### src/rtl/rr_arb_mux.sv
// N-channel arbitrating multiplexer: round-robin or fixed-priority grant into a
// single registered output stage with valid/ready handshakes on both sides.
module rr_arb_mux #(
  parameter int WIDTH = 32,
  parameter int NCH   = 4,
  parameter int SELW  = 2,
  parameter int MODE  = 0
) (
  input  logic                 clk,
  input  logic                 rst,
  input  logic [NCH-1:0]       in_valid,
  input  logic [NCH*WIDTH-1:0] in_data,
  output logic [NCH-1:0]       in_ready,
  output logic                 out_valid,
  output logic [WIDTH-1:0]     out_data,
  output logic [SELW-1:0]      out_sel,
  input  logic                 out_ready
);

  logic [SELW-1:0]  ptr;
  logic [SELW-1:0]  grant_idx;
  logic [SELW-1:0]  probe_idx;
  logic             grant_found;
  logic             load_ok;
  logic             take;
  logic [WIDTH-1:0] grant_data;

  // The register can accept a new beat when empty or when its beat leaves this cycle.
  assign load_ok = ~out_valid | out_ready;
  assign take    = load_ok & (|in_valid) & ~rst;

  // Search order starts at ptr in round-robin mode and at 0 in fixed-priority mode.
  always_comb begin
    // NOTE: every variable gets a default first so no path leaves it unassigned,
    // which would otherwise infer a latch.
    grant_found = 1'b0;
    grant_idx   = '0;
    probe_idx   = '0;
    for (int k = 0; k < NCH; k++) begin
      if (MODE == 0) begin
        probe_idx = SELW'((int'(ptr) + k) % NCH);
      end else begin
        probe_idx = SELW'(k);
      end
      if (!grant_found && in_valid[probe_idx]) begin
        grant_found = 1'b1;
        grant_idx   = probe_idx;
      end
    end
  end

  always_comb begin
    in_ready = '0;
    if (take) begin
      in_ready[grant_idx] = 1'b1;
    end
  end

  assign grant_data = in_data[int'(grant_idx)*WIDTH +: WIDTH];

  // NOTE: state is updated with non-blocking assignments so every register
  // samples the pre-edge values regardless of statement order.
  always_ff @(posedge clk) begin
    if (rst) begin
      out_valid <= 1'b0;
      out_data  <= '0;
      out_sel   <= '0;
      ptr       <= '0;
    end else if (take) begin
      out_valid <= 1'b1;
      out_data  <= grant_data;
      out_sel   <= grant_idx;
      if (MODE == 0) begin
        if (int'(grant_idx) == NCH - 1) begin
          ptr <= '0;
        end else begin
          ptr <= grant_idx + 1'b1;
        end
      end
    end else if (out_ready) begin
      // Drain with nothing to load: data and select keep their last values.
      out_valid <= 1'b0;
    end
  end

endmodule

### config.mk
export PLATFORM = sky130hd
export DESIGN_NAME = rr_arb_mux
export DESIGN_NICKNAME = d
export VERILOG_FILES = /design/src/rtl/rr_arb_mux.sv
export SDC_FILE = /design/constraint.sdc
export NUM_CORES = 1
export LEC_CHECK = 0
export CAP_MARGIN = 15
export CORE_MARGIN = 5
export CORE_UTILIZATION = 36
export DETAILED_ROUTE_END_ITERATION = 10
export PLACE_DENSITY = 0.86
export SYNTH_ARGS = -nofsm -noshare
export SYNTH_HDL_FRONTEND = slang
export SYNTH_SLANG_ARGS = --single-unit
### constraint.sdc
create_clock -name clk -period 3.3 [get_ports clk]
set_input_delay 0.495 -clock clk [delete_from_list [all_inputs] [get_ports clk]]
set_output_delay 0.495 -clock clk [all_outputs]
set_load 0.1 [all_outputs]
# Word level (Yosys, flattened, before mapping)
# Cells that the tools add are included.
# op_classes
n_addsub,4
n_mul,0
div_mod_pow,0
magnitude_cmp,6
eq_ne,1
shift,1
mux,21
bitwise,5
n_reduce_logical,9
# op_table
cell,n
indexed part select 128 x 8 -> 32 bit,1
< comparator 2 x 3 -> 1 bit (second input constant),5
two-way mux 1 bit,10
two-way mux 2 bit,5
binary-select mux 1 bit (select 2 bit),4
adder 2 x 1 -> 2 bit (second input constant),2
adder 2 bit (second input constant),2
logical AND 1 bit,4
two-way mux 4 bit,1
OR reduction 4 bit,1
logical NOT 1 bit,3
bitwise AND 1 bit,2
demux 1 bit (select 2 bit),1
equality test 2 x 1 -> 1 bit (second input constant),1
greater-or-equal comparator 2 x 1 -> 1 bit (second input constant),1
inverter 1 bit,2
nonzero test 2 bit,1
OR 1 bit,1
# totals
ff_bits,37
latch_bits,0
mem_bits_rw,0
rom_bits,0
in_bits,135
output_inout_bits,39
elab_cells,51
memories,0

# Logic depth before layout (Yosys ltp)
# Gate-level depths: netlist of run 1.
# depth
ltp_word,17
depth_mapped,8
ltp_nobuf,6

# Worst setup path after synthesis of run 1
# OpenSTA, ideal clock, no wires.
# synth_path
path_type,register -> output
start,reg out_valid
end,out in_ready[1]
t_arrival_ns,2.950
required_time_ns,2.805
path_slack_ns,-0.145
path_stages_with_launch,7
path_cell_list,dfxtp_1 > a21o_1 > nor2_1 > nand2b_1 > buf_2 > buf_2 > a21oi_1
# synth_via
elab_chain_cells,5
# synth_lines
item,line,text
start: declaration,14,"output logic out_valid,"
start signal: assignment,65,out_valid <= 1'b0;
start signal: assignment,70,out_valid <= 1'b1;
start signal: assignment,82,out_valid <= 1'b0;
inverter 1 bit,29,assign load_ok = ~out_valid | out_ready;
OR 1 bit,29,
bitwise AND 1 bit (2 in a row),30,assign take = load_ok & (|in_valid) & ~rst;
two-way mux 4 bit,54,if (take) begin
end: declaration,13,"output logic [NCH-1:0] in_ready,"
# Every way passes these cells.

# Worst setup path in the final report of run 1
# layout_path
start,in in_valid[0]
end,out in_ready[0]
# layout_via
elab_chain_cells,17
elab_cells_between_ends,30
# layout_lines
item,line,text
start: declaration,11,"input logic [NCH-1:0] in_valid,"
binary-select mux 1 bit (select 2 bit),45,if (!grant_found && in_valid[probe_idx]) begin
two-way mux 1 bit (not written as such),45,
two-way mux 1 bit,45,
logical NOT 1 bit,45,
logical AND 1 bit,45,
two-way mux 1 bit,45,
logical NOT 1 bit,45,
logical AND 1 bit,45,
two-way mux 1 bit,45,
logical NOT 1 bit,45,
logical AND 1 bit,45,
two-way mux 2 bit,45,
< comparator 2 x 3 -> 1 bit (not written as such) / greater-or-equal comparator 2 x 1 -> 1 bit (equally long branches),55,in_ready[grant_idx] = 1'b1;
logical AND 1 bit (not written as such),55,
two-way mux 1 bit (not written as such),55,
demux 1 bit (select 2 bit),55,
two-way mux 4 bit *,54,
# Every way passes the cells marked *; elsewhere a longest branch is shown, timed or not. The select of a mux whose other input is x is not followed.

==> results of run 1 <==
==> per-stage QoR <==
step | power (uW) | cell area [um^2] | setup WS, ns | utilization, %
2_1_floorplan | 1466 | 2211 | 0.06560 | -
3_3_place_gp | 1799 | 3985 | 0.4917 | 66.91
3_5_place_dp | 1816 | 3985 | 0.4422 | 66.91
5_1_grt | 2197 | 4071 | 0.3735 | 68.36
6_report | 2101 | 4071 | 0.4450 | 68.36
4_1_cts | 2128 | 4071 | 0.4446 | 68.36
==> path summary, 6_finish.rpt <==
kind / endpoint / slack, ns / cells past startpoint
worst min register to register: out_data[14] / 0.46 / 2
worst max-delay path: in_ready[0] / 0.44 / 7
worst min-delay path: out_data[14] / 0.46 / 2
worst max register to register: out_data[5] / 1.15 / 6
==> registers in the layout (all words and copies together) (netlist names) <==
name	count
out_data	32
out_sel	2
ptr	2
out_valid	1
==> power breakdown <==
group | internal, uW | switching (uW)
combinational | 440 | 795
sequential | 521 | 39.7
clock | 166 | 139
total | 1130 | 974
==> worst max-delay path: cells and delay by family <==
family | cells | cell delay [ns]
simple gates | 4 | 0.97
buf+inv | 3 | 0.88
==> layout by cell type, fill, tap and decap left out, types with 5 or more instances in the layout <==
| master | instances |
|---|---|
| a21oi_1 | 7 |
| dfxtp_1 | 37 |
| buf_12 | 5 |
| clkdlybuf4s50_1 | 168 |
| mux2i_1 | 64 |
| nand2_1 | 38 |
| clkbuf_8 | 6 |
| o221ai_1 | 23 |
| buf_4 | 6 |
| o221ai_2 | 10 |
| nor2_1 | 7 |
==> kinds of logic after synthesis <==
group | Yosys count | synth area share, %
fa+ha+maj | 1 | 0.5668
buf+inv | 19 | 7.086
simple gates | 55 | 10.94
compound gates | 44 | 18.82
mux | 64 | 29.02
flops | 37 | 33.56
==> layout make-up <==
type,instances,area share (%)
tap,75,2.305
multi-input combinational,164,32.33
clock buffer,7,2.120
sequential,37,18.19
inverter,2,0.1844
timing repair buffer,179,44.87
==> layer usage <==
metal | up-vias | track usage (%) | part of all wire (%)
met5 | - | 0 | 0
met4 | 0 | 5.632 | 2.0
met3 | 10 | 7.635 | 13
met2 | 114 | 35.28 | 51
met1 | 1070 | 18.34 | 35
li1 | 1171 | - | -
==> impl_metrics.env, run 1 <==
export IMPL_synth_cell_area_um2=2207
export IMPL_ant_nets=0
export IMPL_synth_edf_count=0
export IMPL_synth_distinct_cells=24
export IMPL_dp_cells=457
export IMPL_gr_total_overflow=0
export IMPL_hpwl_um=6106
export IMPL_worstSkewPairLatency_ns=0.27
export IMPL_synth_net_count=356
export IMPL_crit_path_top_delay_cell="or4_4"
export IMPL_antenna_found_initial=0
export IMPL_die_area_um2=7797
export IMPL_grt_pass1_wl_um=11490
export IMPL_crit_start="in_valid[0]"
export IMPL_route_vias_total=2365
export IMPL_numCtsBuffers=5
export IMPL_multi_input_area_um2=1316
export IMPL_synth_async_sr_flop_share_pct=0
export IMPL_clk_pin_slew_ns=0.07
export IMPL_diodes=0
export IMPL_drt_iter0_markers=36
export IMPL_fillers=509
export IMPL_yosys_register_bits=37
export IMPL_setup_tns_ns=0
export IMPL_timing_hold_ws_ns=0.4644
export IMPL_finalClockSkew_ns=0.003808
export IMPL_die_w_um=88.30
export IMPL_yosysTopAreaCellShare_pct=33.56
export IMPL_hp_start="out_data[14]"
export IMPL_setup_viol=0
export IMPL_max_freq_ghz=0.3503
export IMPL_worstMarginPinSlew_ns=1.010
export IMPL_instances_no_fill=464
export IMPL_grt_usage_pct=18.60
export IMPL_nets=525
export IMPL_crit_path_end_kind="output port"
export IMPL_leakagePower_uw=0.001573
export IMPL_post_route_period_util_pct=86.52
export IMPL_slew_headroom_pct=32.42
export IMPL_start_util_pct=37.06
export IMPL_p_per_area_nw_per_um2=516.0
export IMPL_ir_worst_vdd_v=0.0003067
export IMPL_htreeDepth=2
export IMPL_areaGrowthSynthToFinish_pct=84.47
export IMPL_post_route_min_period_ns=2.855
export IMPL_synth_seq_area_share_pct=33.56
export IMPL_syn_mean_instance_area_um2=10.03
export IMPL_drt_wl_total_um=7551
export IMPL_grt_pass1_vias=2488
export IMPL_boundaryPins=174
export IMPL_drc=0
export IMPL_post_cts_resized=0
export IMPL_hold_violations=0
export IMPL_regArea_um2=740.7
export IMPL_yosysWarnings=0
export IMPL_synth_area_top_cells="dfxtp_1 34%, mux2i_1 29%, o221ai_1 9.1%"
export IMPL_io_buffers=173
export IMPL_cpMostUsedCell="buf_12"
export IMPL_ys_flop_type="dfxtp_1"
export IMPL_crit_chain="clkdlybuf4s50_1 > nor2b_1 > or4_4 > nand2_4 > buf_12 > nor2_1 > buf_12"
export IMPL_max_stage_delay_ns=0.56
export IMPL_place_congestion=0.7937
export IMPL_num_rows=28
export IMPL_rsz0062_at_grt="false"
export IMPL_crit_fanout=38
export IMPL_syn_instance_count=220
export IMPL_cts_buffer_depth=2
export IMPL_vias_per_cell=5.097
export IMPL_drive_above_1_share_pct=8.226
export IMPL_arrival_ns=2.36
export IMPL_r2r_start="ptr[0]"
export IMPL_slew_violations=0
export IMPL_setup_worst_path_class="input pin to output port"
export IMPL_synth_commonest_cells="64 x mux2i_1, 38 x nand2_1, 37 x dfxtp_1, 23 x o221ai_1, 10 x o221ai_2"
export IMPL_hold_class="flip-flop to flip-flop"
export IMPL_cap_violations=0
export IMPL_cp_start_kind="input pin"
export IMPL_post_cts_buffers=0
export IMPL_crit_required_ns=2.80
export IMPL_yosys_area_top_type="dfxtp_1"
export IMPL_status="finished clean"
export IMPL_wire_per_inst_um=16.27
export IMPL_synth_most_common_cell="mux2i_1"
export IMPL_hold_buffers=0
export IMPL_coreArea_um2=5956
export IMPL_fp_dieH_um=88.30
export IMPL_first_pass_iters=6
export IMPL_cts_root_buf="clkbuf_8"
export IMPL_clock_sinks=37
export IMPL_tritoncts="done"
export IMPL_grt_max_degree=39
Note: power is estimated with default switching activity, not from simulation.
==> inputs of run 2 (changes only) <==
- CELL_PAD_IN_SITES_DETAIL_PLACEMENT: unset -> 1
- CELL_PAD_IN_SITES_GLOBAL_PLACEMENT: unset -> 2
- CORE_MARGIN: 5 -> unset
- CORE_UTILIZATION: 36 -> 19
- PLACE_DENSITY: 0.86 -> 0.92
==> impl_metrics.env, run 2 (synthesized netlist as in run 1, its figures left out) <==
export IMPL_status="finished clean"
export IMPL_seq_power_share_pct=23.7
export IMPL_clk_pin_slew_ns=0.06
export IMPL_grt_max_degree=37
export IMPL_slew_violations=0
export IMPL_grt_pass1_vias=2638
export IMPL_worstSkewPairLatency_ns=0.28
export IMPL_place_congestion=0.7662
export IMPL_worstMarginPinSlew_ns=1.003
export IMPL_rsz0062_at_grt="false"
export IMPL_arrival_ns=2.36
export IMPL_setup_worst_path_class="input pin to output port"
export IMPL_layout_commonest_cell="clkdlybuf4s50_1"
export IMPL_start_util_pct=19.92
export IMPL_grt_pass1_wl_um=12690
export IMPL_cap_violations=0
export IMPL_vias_per_cell=4.543
export IMPL_clock_sinks=37
export IMPL_most_common_layout_cells="168 x clkdlybuf4s50_1, 64 x mux2i_1, 38 x nand2_1"
export IMPL_boundaryPins=174
export IMPL_reg_top3="out_data: 32 flops, out_sel: 2 flops, ptr: 2 flops"
export IMPL_setup_tns_ns=0
export IMPL_numCtsBuffers=5
export IMPL_hold_violations=0
export IMPL_cts_buffer_depth=2
export IMPL_areaGrowthSynthToFinish_pct=92.86
export IMPL_ant_nets=0
export IMPL_first_pass_iters=4
export IMPL_drive_above_1_share_pct=9.184
export IMPL_hp_start="out_sel[1]"
export IMPL_crit_path_end_kind="output port"
export IMPL_post_cts_buffers=0
export IMPL_leakagePower_uw=0.001623
export IMPL_die_w_um=109.8
export IMPL_ir_worst_vdd_v=0.0002076
export IMPL_p_per_area_nw_per_um2=557.7
export IMPL_route_vias_total=2417
export IMPL_crit_fanout=36
export IMPL_slew_headroom_pct=32.90
export IMPL_drc=0
export IMPL_post_cts_resized=0
export IMPL_dp_cells=524
export IMPL_tritoncts="done"
export IMPL_hold_class="flip-flop to flip-flop"
export IMPL_diodes=0
export IMPL_fillers=1258
export IMPL_die_area_um2=12050
export IMPL_finish_utilization_pct=38.42
export IMPL_crit_required_ns=2.80
export IMPL_io_buffers=173
export IMPL_instances_no_fill=532
export IMPL_combPwrFrac_pct=52.6
export IMPL_cp_start_kind="input pin"
export IMPL_setup_viol=0
export IMPL_clkPwrFrac_pct=23.7
export IMPL_hpwl_um=6861
export IMPL_r2r_start="ptr[0]"
export IMPL_cts_root_buf="clkbuf_16"
export IMPL_fp_dieH_um=109.8
export IMPL_max_freq_ghz=0.3499
export IMPL_antenna_found_initial=0
export IMPL_wire_per_inst_um=15.84
export IMPL_nets=527
export IMPL_p_sw_uw=1032
export IMPL_post_route_period_util_pct=86.61
export IMPL_drt_wl_total_um=8428
export IMPL_hold_buffers=0
export IMPL_setup_slack_ns=0.4419
export IMPL_largest_reg_flops=32
export IMPL_p_int_uw=1342
export IMPL_timing_hold_ws_ns=0.4571
export IMPL_post_route_min_period_ns=2.858
export IMPL_drt_iter0_markers=51
export IMPL_crit_start="in_valid[0]"
export IMPL_grt_usage_pct=13.70
export IMPL_finalClockSkew_ns=0.005734
export IMPL_gr_total_overflow=0
export IMPL_coreArea_um2=11080
export IMPL_top_register="out_data"
export IMPL_pre_cts_slack_ns=0.4272
export IMPL_htreeDepth=2
export IMPL_netSwitchingFraction_pct=43.48
export IMPL_reg2reg_slack_ns=1.12
export IMPL_num_rows=38
## run 2: cell count changes in the layout (fill, tap and decap cells not counted)
cell,delta
clkbuf_16,+5
bufinv_16,+1
buf_4,+2
nand2b_2,+1
nand2b_1,-1
clkbuf_8,-5
## run 2: final timing paths
kind	cells past startpoint	end
max reg2reg	6	out_data[20]
max	7	in_ready[2]
min	2	out_sel[1]
min reg2reg	2	out_sel[1]
## run 2: power groups by stage
stage / registers, uW / clock network, uW / logic, uW
after floorplan: 1070 / 0 / 400
after global placement: 570 / 0 / 1240
after detailed placement: 573 / 0 / 1260
after CTS: 564 / 580 / 1260
after global routing: 572 / 597 / 1310
final: 563 / 562 / 1250
## run 2: layout make-up
| class | count | area, um^2 | share of cell area (%) |
|---|---|---|---|
| timing repair buffer | 181 | 1842 | 43.27 |
| inverter | 2 | 7.507 | 0.1764 |
| clock buffer | 7 | 142.6 | 3.351 |
| tap | 140 | 175.2 | 4.115 |
| sequential | 37 | 740.7 | 17.40 |
| clock inverter | 1 | 30.03 | 0.7055 |
| multi-input combinational | 164 | 1319 | 30.98 |
## run 2: per-layer routing
metal	GRT usage [%]	wire, um	vias to the layer above
met4	3.238	77	0
met2	27.41	4444	110
met3	4.031	758	7
li1	-	-	1171
met5	0	0	-
met1	13.58	3148	1129
## run 2: metrics by stage
| stage | total power (uW) | instance area (um^2) |
|---|---|---|
| floorplan | 1466 | 2211 |
| global placement | 1812 | 4084 |
| detailed placement | 1835 | 4084 |
| CTS | 2407 | 4257 |
| global route | 2475 | 4257 |
| finish | 2374 | 4257 |
## run 2: critical path: stages
cell	delay, ns
clkdlybuf4s50_1	0.46
nor2b_1	0.17
or4_4	0.56
nand2_4	0.11
buf_12	0.26
nor2_1	0.12
buf_12	0.18
